[config.mk]
export PLATFORM = sky130hd
export DESIGN_NAME = ir_sensor_intf_flat
export DESIGN_NICKNAME = d
export VERILOG_FILES = /design/src/rtl/ir_sensor_intf_if.sv /design/src/rtl/ir_sensor_intf.sv /design/src/flat_wrapper.sv
export SDC_FILE = /design/constraint.sdc
export NUM_CORES = 1
export LEC_CHECK = 0
export CAP_MARGIN = 15
export CORE_UTILIZATION = 54
export DETAILED_ROUTE_END_ITERATION = 16
export HOLD_SLACK_MARGIN = 0.08
export PLACE_DENSITY = 0.79
export SLEW_MARGIN = 20
export SYNTH_ARGS = -nofsm -noshare
export SYNTH_HDL_FRONTEND = slang
export SYNTH_SLANG_ARGS = --single-unit
[constraint.sdc]
create_clock -name clk -period 7.8 [get_ports clk]
set_input_delay 1.17 -clock clk [delete_from_list [all_inputs] [get_ports clk]]
set_output_delay 1.17 -clock clk [all_outputs]
set_load 0.005 [all_outputs]
[src/rtl/ir_sensor_intf_if.sv]
// ir_sensor_intf_if: handshake between the IR-sensor sequencer and the
// external SPI A2D master.
//   a2d_strt      : one-cycle conversion request (sequencer -> A2D)
//   a2d_chnl      : channel being converted, held until the complete
//   a2d_cnv_cmplt : one-cycle conversion-done pulse (A2D -> sequencer)
//   a2d_res       : 12-bit result, valid while a2d_cnv_cmplt is high
// master = sequencer side, slave = A2D side.
interface ir_sensor_intf_if;
  logic        a2d_strt;
  logic [2:0]  a2d_chnl;
  logic        a2d_cnv_cmplt;
  logic [11:0] a2d_res;

  modport master (
    output a2d_strt,
    output a2d_chnl,
    input  a2d_cnv_cmplt,
    input  a2d_res
  );

  modport slave (
    input  a2d_strt,
    input  a2d_chnl,
    output a2d_cnv_cmplt,
    output a2d_res
  );
endinterface

[src/rtl/ir_sensor_intf.sv]
// ir_sensor_intf: sequences the IR emitter and the SPI A2D through eight
// channels (R0..R3 then L0..L3), latches the results and publishes them as
// one coherent set with a single-cycle IR_vld strobe.
// Ports:
//   clk, rst        : clock, asynchronous active-high reset
//   en              : sweep enable, only looked at while idle
//   a2d (master)    : A2D request/complete handshake (see ir_sensor_intf_if)
//   IR_en           : IR emitter enable, high for the whole sweep
//   IR_R0..IR_L3    : latched readings, updated only with IR_vld
//   IR_vld          : one-cycle strobe, new readings are coherent
module ir_sensor_intf #(
  parameter int unsigned SETTLE_CYCLES  = 4096,
  parameter int unsigned HOLDOFF_CYCLES = 65536
) (
  input  logic                clk,
  input  logic                rst,
  input  logic                en,
  ir_sensor_intf_if.master    a2d,
  output logic                IR_en,
  output logic [11:0]         IR_R0,
  output logic [11:0]         IR_R1,
  output logic [11:0]         IR_R2,
  output logic [11:0]         IR_R3,
  output logic [11:0]         IR_L0,
  output logic [11:0]         IR_L1,
  output logic [11:0]         IR_L2,
  output logic [11:0]         IR_L3,
  output logic                IR_vld
);

  localparam int unsigned TMAX = (SETTLE_CYCLES > HOLDOFF_CYCLES) ?
                                 SETTLE_CYCLES : HOLDOFF_CYCLES;
  localparam int unsigned TW   = (TMAX > 1) ? $clog2(TMAX) : 1;
  localparam logic [TW-1:0] SETTLE_TC = TW'(SETTLE_CYCLES - 1);
  localparam logic [TW-1:0] HOLD_TC   = TW'(HOLDOFF_CYCLES - 1);

  // START is never occupied: the request is issued straight from the
  // SETTLE/WAIT transition into the registered a2d_strt.
  typedef enum logic [2:0] {IDLE, SETTLE, START, WAIT, HOLD} state_t;

  state_t        state_q, state_nxt;
  logic [TW-1:0] timer_q, timer_nxt;
  logic [2:0]    idx_q, idx_nxt;
  logic          strt_q, strt_nxt;
  logic          ir_en_nxt;
  logic          vld_nxt;
  logic          cap;
  logic          pub;
  logic [11:0]   shadow [0:6];

  assign a2d.a2d_strt = strt_q;
  assign a2d.a2d_chnl = idx_q;

  always_comb begin
    state_nxt = state_q;
    timer_nxt = timer_q;
    idx_nxt   = idx_q;
    strt_nxt  = 1'b0;
    ir_en_nxt = IR_en;
    vld_nxt   = 1'b0;
    cap       = 1'b0;
    pub       = 1'b0;
    case (state_q)
      IDLE: begin
        if (en) begin
          ir_en_nxt = 1'b1;
          timer_nxt = '0;
          idx_nxt   = '0;
          state_nxt = SETTLE;
        end
      end
      SETTLE: begin
        if (timer_q == SETTLE_TC) begin
          strt_nxt  = 1'b1;
          timer_nxt = '0;
          state_nxt = WAIT;
        end else begin
          timer_nxt = timer_q + 1'b1;
        end
      end
      WAIT: begin
        if (a2d.a2d_cnv_cmplt) begin
          if (idx_q != 3'd7) begin
            cap      = 1'b1;
            idx_nxt  = idx_q + 3'd1;
            strt_nxt = 1'b1;
          end else begin
            // last channel bypasses the shadow and goes out with the rest
            pub       = 1'b1;
            vld_nxt   = 1'b1;
            ir_en_nxt = 1'b0;
            timer_nxt = '0;
            state_nxt = HOLD;
          end
        end
      end
      HOLD: begin
        if (timer_q == HOLD_TC) begin
          state_nxt = IDLE;
        end else begin
          timer_nxt = timer_q + 1'b1;
        end
      end
      default: begin
        state_nxt = IDLE;
      end
    endcase
  end

  always_ff @(posedge clk or posedge rst) begin
    if (rst) begin
      state_q <= IDLE;
      timer_q <= '0;
      idx_q   <= '0;
      strt_q  <= 1'b0;
      IR_en   <= 1'b0;
      IR_vld  <= 1'b0;
      for (int unsigned i = 0; i < 7; i++) begin
        shadow[i] <= '0;
      end
      IR_R0 <= '0;
      IR_R1 <= '0;
      IR_R2 <= '0;
      IR_R3 <= '0;
      IR_L0 <= '0;
      IR_L1 <= '0;
      IR_L2 <= '0;
      IR_L3 <= '0;
    end else begin
      state_q <= state_nxt;
      timer_q <= timer_nxt;
      idx_q   <= idx_nxt;
      strt_q  <= strt_nxt;
      IR_en   <= ir_en_nxt;
      IR_vld  <= vld_nxt;
      if (cap) begin
        shadow[idx_q] <= a2d.a2d_res;
      end
      if (pub) begin
        IR_R0 <= shadow[0];
        IR_R1 <= shadow[1];
        IR_R2 <= shadow[2];
        IR_R3 <= shadow[3];
        IR_L0 <= shadow[4];
        IR_L1 <= shadow[5];
        IR_L2 <= shadow[6];
        IR_L3 <= a2d.a2d_res;
      end
    end
  end

endmodule

[src/flat_wrapper.sv]
// flat-port wrapper written by rule: the top's interface ports become plain ports
module ir_sensor_intf_flat 
#(
  parameter int unsigned SETTLE_CYCLES  = 4096,
  parameter int unsigned HOLDOFF_CYCLES = 65536
)
  (clk, rst, en, IR_en, IR_R0, IR_R1, IR_R2, IR_R3, IR_L0, IR_L1, IR_L2, IR_L3, IR_vld, a2d_a2d_strt, a2d_a2d_chnl, a2d_a2d_cnv_cmplt, a2d_a2d_res);
  ir_sensor_intf_if a2d_i ();
  input  logic clk;
  input  logic rst;
  input  logic en;
  output logic IR_en;
  output logic [11:0] IR_R0;
  output logic [11:0] IR_R1;
  output logic [11:0] IR_R2;
  output logic [11:0] IR_R3;
  output logic [11:0] IR_L0;
  output logic [11:0] IR_L1;
  output logic [11:0] IR_L2;
  output logic [11:0] IR_L3;
  output logic IR_vld;
  output wire logic [$bits(a2d_i.a2d_strt)-1:0] a2d_a2d_strt;
  output wire logic [$bits(a2d_i.a2d_chnl)-1:0] a2d_a2d_chnl;
  input wire logic [$bits(a2d_i.a2d_cnv_cmplt)-1:0] a2d_a2d_cnv_cmplt;
  input wire logic [$bits(a2d_i.a2d_res)-1:0] a2d_a2d_res;
  assign a2d_a2d_strt = a2d_i.a2d_strt;
  assign a2d_a2d_chnl = a2d_i.a2d_chnl;
  assign a2d_i.a2d_cnv_cmplt = a2d_a2d_cnv_cmplt;
  assign a2d_i.a2d_res = a2d_a2d_res;
  ir_sensor_intf #(.SETTLE_CYCLES(SETTLE_CYCLES), .HOLDOFF_CYCLES(HOLDOFF_CYCLES)) u_core (.clk(clk), .rst(rst), .en(en), .a2d(a2d_i), .IR_en(IR_en), .IR_R0(IR_R0), .IR_R1(IR_R1), .IR_R2(IR_R2), .IR_R3(IR_R3), .IR_L0(IR_L0), .IR_L1(IR_L1), .IR_L2(IR_L2), .IR_L3(IR_L3), .IR_vld(IR_vld));
endmodule
==> run metrics, run 1 <==
critical path type in2reg; cells along the critical path clkdlybuf4s50_1 -> nand3_1 -> nor2_4 -> buf_16 -> buf_4 -> mux2_2; slew margin rel. 0.443; Crit-path slowest cell buf_4; Nets 668; Avg WL per Cell 20.5 microns; post-synthesis sequential area ratio 0.637; Crit. End Element register; share of cells above drive strength 1 0.345; clock network power share 0.470; Core Area 0.0145 sq mm; drt first pass iters 4; final slew viol count 0; Switch Pwr 490 uW; mapped cell area 0.00806 sq mm; Die ar. 0.0154 sq mm; Adder-Cell Fraction of Synth Area 0.00466; Final Cycle Share 0.443; Routed Wire Length 17.4 mm; Power, Total 2.26 mW; Cells after Synth 527; cts bufs inserted 22; area of the multi-input gates 0.00282 sq mm; count of cell types in the netlist 48; Critical Path RT 8170 ps; antenna violations before repair 0; Crit path arrival time 3820 ps; clock slew at reported path FFs 60 ps; CTS tree yes; simple-gate portion of the synthesized area 0.0491; # hold bufs at CTS 0; setup repair bufs after CTS 0; final setup violation count 0; status finished, final reports clean; Hold WC Path Type reg2reg; TNS Setup 0 ps; HPWL after detailed placement 10.8 mm; max incr delay on CP 660 ps; Critical R2R Launch u_core.a2d.a2d_chnl[1]; actual slew at the worst max-slew pin 836 ps; Inserted Diodes 0; clock sinks 205; FP Rows 44; Cell Pwr Density 222 mW/mm^2; Post-synth EDFFs 0; Final Hold Fails 0; post-synthesis compound-gate area fraction 0.0272; CTS H-tree lvls 1; Die Ht 124 microns; vias in the first global route 4971; skew final 12.7 ps; XOR/XNOR Fraction of Synth Area 0.0152; Peak VDD IR 0.000143 V; Area Overhead vs Synth 26.3%; Max Fclk 289 MHz; CTS root buf clkbuf_16; die width 124 microns; Clock Tree Buf Depth 3; Antenna Nets Post-Route 0; register share of total power 0.489; flip-flop and latch count after synthesis 205; mux cell area share after synthesis 0.253; vias per cell 5.72; # fillers 954; Critical Path Source a2d_a2d_cnv_cmplt; IO Pins 118; largest family of logic cells by synthesized area multiplexers; port bufs 117; crit-path max FO 59; max cap viols 0; total gr overflow 0; PostCTS Resize Cnt 0; ys async rst share 1.00; largest net degree at the start of global routing 123; Syn Nets 546; Sw Ratio 0.217; syn_area_per_cell 15.3 sq um; clk_lat worst skew 480 ps; static leakage 4.89 nW; Register Area 0.00513 sq mm; crit start category primary input; Pint 1.77 mW; GRT Util Overall 0.231; Final Wtd Congestion 0.792; ys flop type dfrtp_1; Yosys Warn Count 0; DRC Markers 0; global-route wire length before repair 26.8 mm; vias 4851; RSZ-0062 raised after global routing false; initial DRC count 300; hold_sp u_core.shadow[62]; Initial Utilization 0.554; Comb pwr share 0.041; fin crit period 3460 ps
## through the flow
step	setup WS (ps)	hold WS (ps)	instances	instance area, sq um	utilization
after global placement	3610	479	808	9390	0.646
after global routing	4210	512	848	10200	0.700
after detailed placement	3530	487	808	9390	0.646
after floorplan	1030	474	527	8060	-
final	4340	496	848	10200	0.700
after CTS	4030	499	847	10100	0.698
## synthesized netlist by cell type, drive strengths merged (2+ instances only)
cell type,number,share of area
and3b,2,0.0022
or3,2,0.0023
mux2,180,0.25
nand4,4,0.0039
a22o,2,0.0022
a211oi,4,0.0037
nand3,6,0.0037
and4,2,0.0023
nor4,7,0.0062
ha,3,0.0047
nand2,10,0.0047
nor2,22,0.010
nand2b,2,0.0016
xnor2,14,0.015
nor3,2,0.0012
or4,2,0.0023
a2111oi,3,0.0033
dfrtp,205,0.64
inv,4,0.0019
a21oi,5,0.0031
o21ai,4,0.0025
nand4b,2,0.0022
clkbuf,11,0.0051
buf,11,0.0076
## logic make-up after synthesis
logic type      Yosys count
simple gates             70
xor+xnor                 14
mux                     181
compound gates           28
flops                   205
fa+ha+maj                 3
buf+inv                  26
## flip-flops by register name, indices dropped and copies added (netlist names)
register             flops
u_core.IR_L0            12
u_core.IR_L1            12
u_core.IR_L2            12
u_core.IR_L3            12
u_core.IR_R0            12
u_core.IR_R1            12
u_core.IR_R2            12
u_core.IR_R3            12
u_core.IR_en             1
u_core.IR_vld            1
u_core.a2d.a2d_chnl      3
u_core.a2d.a2d_strt      1
u_core.shadow           84
u_core.state_q           3
u_core.timer_q          16
## critical path: cells and delay by family
family,cells,cell delay (ps)
AND/OR/NAND/NOR,2,800
multiplexers,1,410
buffers and inverters,3,1400
## cell usage in the layout (no fill, tap or decap), types with 2 or more instances in the layout
cell type	count
clkbuf_8	5
nor3_1	2
nand2_1	10
clkdlybuf4s50_1	117
inv_1	3
nand4_1	3
clkbuf_1	6
nand3_1	6
o21ai_0	4
and3b_1	2
ha_1	3
dfrtp_1	205
nand2b_1	2
nand4b_1	2
a211oi_1	4
clkbuf_16	23
a22o_1	2
nor2_1	21
mux2_2	180
xnor2_1	14
a2111oi_0	3
bufinv_16	2
nor4_1	6
a21oi_1	5
## metal layers
metal  track usage  wire length [microns]  vias up  share of wire
met5             0                      0        -              0
met4        0.0714                    424        0          0.024
met3        0.0417                    896       31          0.052
met2         0.375                   8360      135           0.48
met1         0.318                   7710     2538           0.44
li1              -                      -     2147              -
## worst paths after layout
path	slack (ps)	end	cells past startpoint
max in group asynchronous	5270	u_core.shadow[58]	3
setup reg to reg	4540	u_core.IR_L3[1]	7
setup / recovery	4340	u_core.IR_L3[1]	6
hold / removal	500	u_core.IR_R1[2]	1
min in group asynchronous	1240	u_core.shadow[35]	2
hold reg to reg	500	u_core.IR_R1[2]	1
## cell type report
class	count	share of cell area
Timing Repair Buffer	120	0.120
Clock buffer	34	0.0655
Multi-Input combinational cell	296	0.277
Sequential cell	205	0.504
Inverter	4	0.00221
Tap cell	184	0.0226
Clock inverter	5	0.00873
## power by group through the flow
stage	combinational (mW)	clock [mW]	sequential, mW
floorplan	0.0588	0	1.12
global placement	0.0889	0	1.12
detailed placement	0.0924	0	1.12
CTS	0.0940	1.08	1.10
global route	0.104	1.12	1.11
finish	0.0926	1.06	1.10
Note: power is estimated with default switching activity, not from simulation.
==> run 2, diff against run 1 <==
CORE_UTILIZATION = 49   (was 54)
PLACE_DENSITY = 0.76   (was 0.79)
clock period = 2.9 ns   (was 7.8 ns; I/O delays follow)
==> run 2 against run 1 <==
  * Worst hold slack lost 190 ps
  * Combinational power grew to 2.8 times the previous value
  * Via count shrank 0.12%
  * Clock power grew 130%
  * Critical path type is now reg2reg
  * Non-clock buffer count grew 16
  * First-iteration DRC count shrank 10%
  * Highest routed layer unchanged
  * Largest power group unchanged
  * Design area grew 0.71%
  * Flip-flop and latch count is the same
  * Clock-buffer cell count shrank 3
  * Wire length shrank 0.46%
  * Global-route usage shrank 1.8 points
  * Register-to-register slack lost 4300 ps
==> run metrics, run 2 (synthesis results as in run 1) <==
vias 4845; pre-CTS WS 333 ps; Avg WL per Cell 19.5 microns; HPWL after detailed placement 11.7 mm; skew final 11.2 ps; Core Area 0.0159 sq mm; max cap viols 0; critical path type reg2reg; R2R depth 6; actual slew at the worst max-slew pin 785 ps; total gr overflow 0; Final WS setup 288 ps; final slew viol count 0; Crit. End Element register; CTS H-tree lvls 1; Critical R2R Launch u_core.timer_q[0]; Nets 683; vias per cell 5.45; Max Fclk 383 MHz; GRT Util Overall 0.214; Peak VDD IR 0.000475 V; static leakage 4.91 nW; Power, Total 5.70 mW; Routed Wire Length 17.3 mm; Cell Pwr Density 556 mW/mm^2; drt first pass iters 5; Critical Path RT 3230 ps; crit-path max FO 14; Final Wtd Congestion 0.785; Clock Tree Buf Depth 3; RSZ-0062 raised after global routing false; final setup violation count 0; DRC Markers 0; commonest non-fill, non-tap cell in the layout dfrtp_1; Area Overhead vs Synth 27.2%; Antenna Nets Post-Route 0; port bufs 117; r2r setup slk 290 ps; antenna violations before repair 0; largest net degree at the start of global routing 62; CTS root buf clkbuf_16; status finished, final reports clean; Die Ht 130 microns; Initial Utilization 0.505; # hold bufs at CTS 0; CTS tree yes; CP endpoint u_core.timer_q[11]; clock sinks 205; initial DRC count 269; FP Rows 46; die width 130 microns; fin crit period 2610 ps; clk_lat worst skew 480 ps; IO Pins 118; crit start category register; Crit path arrival time 2940 ps; clock slew at reported path FFs 60 ps; most frequent cells in the layout dfrtp_1, mux2_2, clkdlybuf4s50_1, nor2_1, clkbuf_16; Regs by FF count u_core.shadow (84), u_core.timer_q (16); Final Hold Fails 0; Hold WC Path Type in2async; setup repair bufs after CTS 0; global-route wire length before repair 27.8 mm; vias in the first global route 5019; max reg flops 84; Final Cycle Share 0.901; Die ar. 0.0170 sq mm; Critical Path Source u_core.timer_q[0]; share of cells above drive strength 1 0.355; slew margin rel. 0.475; cts bufs inserted 21; Largest Register u_core.shadow; worst reg2reg path endpoint u_core.timer_q[11]; PostCTS Resize Cnt 0; Inserted Diodes 0
-- run 2: changes by cell type in the layout (fill, tap and decap cells not counted), sizes merged --
| cell | before | now |
|---|---|---|
| clkinv | 2 | 0 |
| clkinvlp | 1 | 2 |
| inv | 4 | 3 |
| bufinv | 2 | 0 |
| buf | 3 | 19 |
| clkbuf | 34 | 31 |
-- run 2: stage by stage --
step	setup TNS [ps]	instance area (sq um)	hold slack [ps]	util	instances
after floorplan	-39620	8060	474	-	527
after global placement	0	9630	480	0.604	857
after detailed placement	0	9630	485	0.604	857
after CTS	0	10200	306	0.643	889
after global routing	0	10200	323	0.643	889
final	0	10200	308	0.643	889
-- run 2: how the worst min path moves through the flow --
stage                            from            endpoint  slack, ps  depth (start not counted)
finish                            rst  u_core.timer_q[10]        310                          2
global route                      rst  u_core.timer_q[10]        320                          2
floorplan           u_core.shadow[22]   u_core.shadow[22]        470                          1
detailed placement  u_core.shadow[43]     u_core.IR_R3[7]        480                          1
CTS                               rst  u_core.timer_q[10]        310                          2
global placement    u_core.shadow[45]     u_core.IR_R3[9]        480                          1
-- run 2: routing by layer --
layer / up-vias / global-route usage / wire length, microns / share of wire
li1: 2159 / - / - / -
met1: 2534 / 0.299 / 7790 / 0.45
met2: 122 / 0.352 / 8500 / 0.49
met3: 30 / 0.0303 / 653 / 0.038
met4: 0 / 0.0575 / 362 / 0.021
met5: - / 0 / 0 / 0
-- run 2: area by class of cell --
| type | count | area, sq um |
|---|---|---|
| inverters | 4 | 18.8 |
| well taps | 216 | 270 |
| multi-input cells | 296 | 2820 |
| clock inverters | 1 | 7.51 |
| flip-flops and latches | 205 | 5130 |
| fillers | 1158 | 5700 |
| repair buffers | 136 | 1390 |
| clock buffers | 31 | 613 |
-- run 2: report_power, final --
part	total [mW]	internal, mW	switching [mW]
combinational	0.261	0.0959	0.165
clock	2.46	1.44	1.01
sequential	2.98	2.91	0.0685
-- run 2: worst max-delay path, cell delays in order (launching register included) --
cell and delay, ps:
dfrtp_1 410, ha_1 200, inv_1 80, or4_4 570, or3_4 410, a311oi_4 650, nor2_1 130
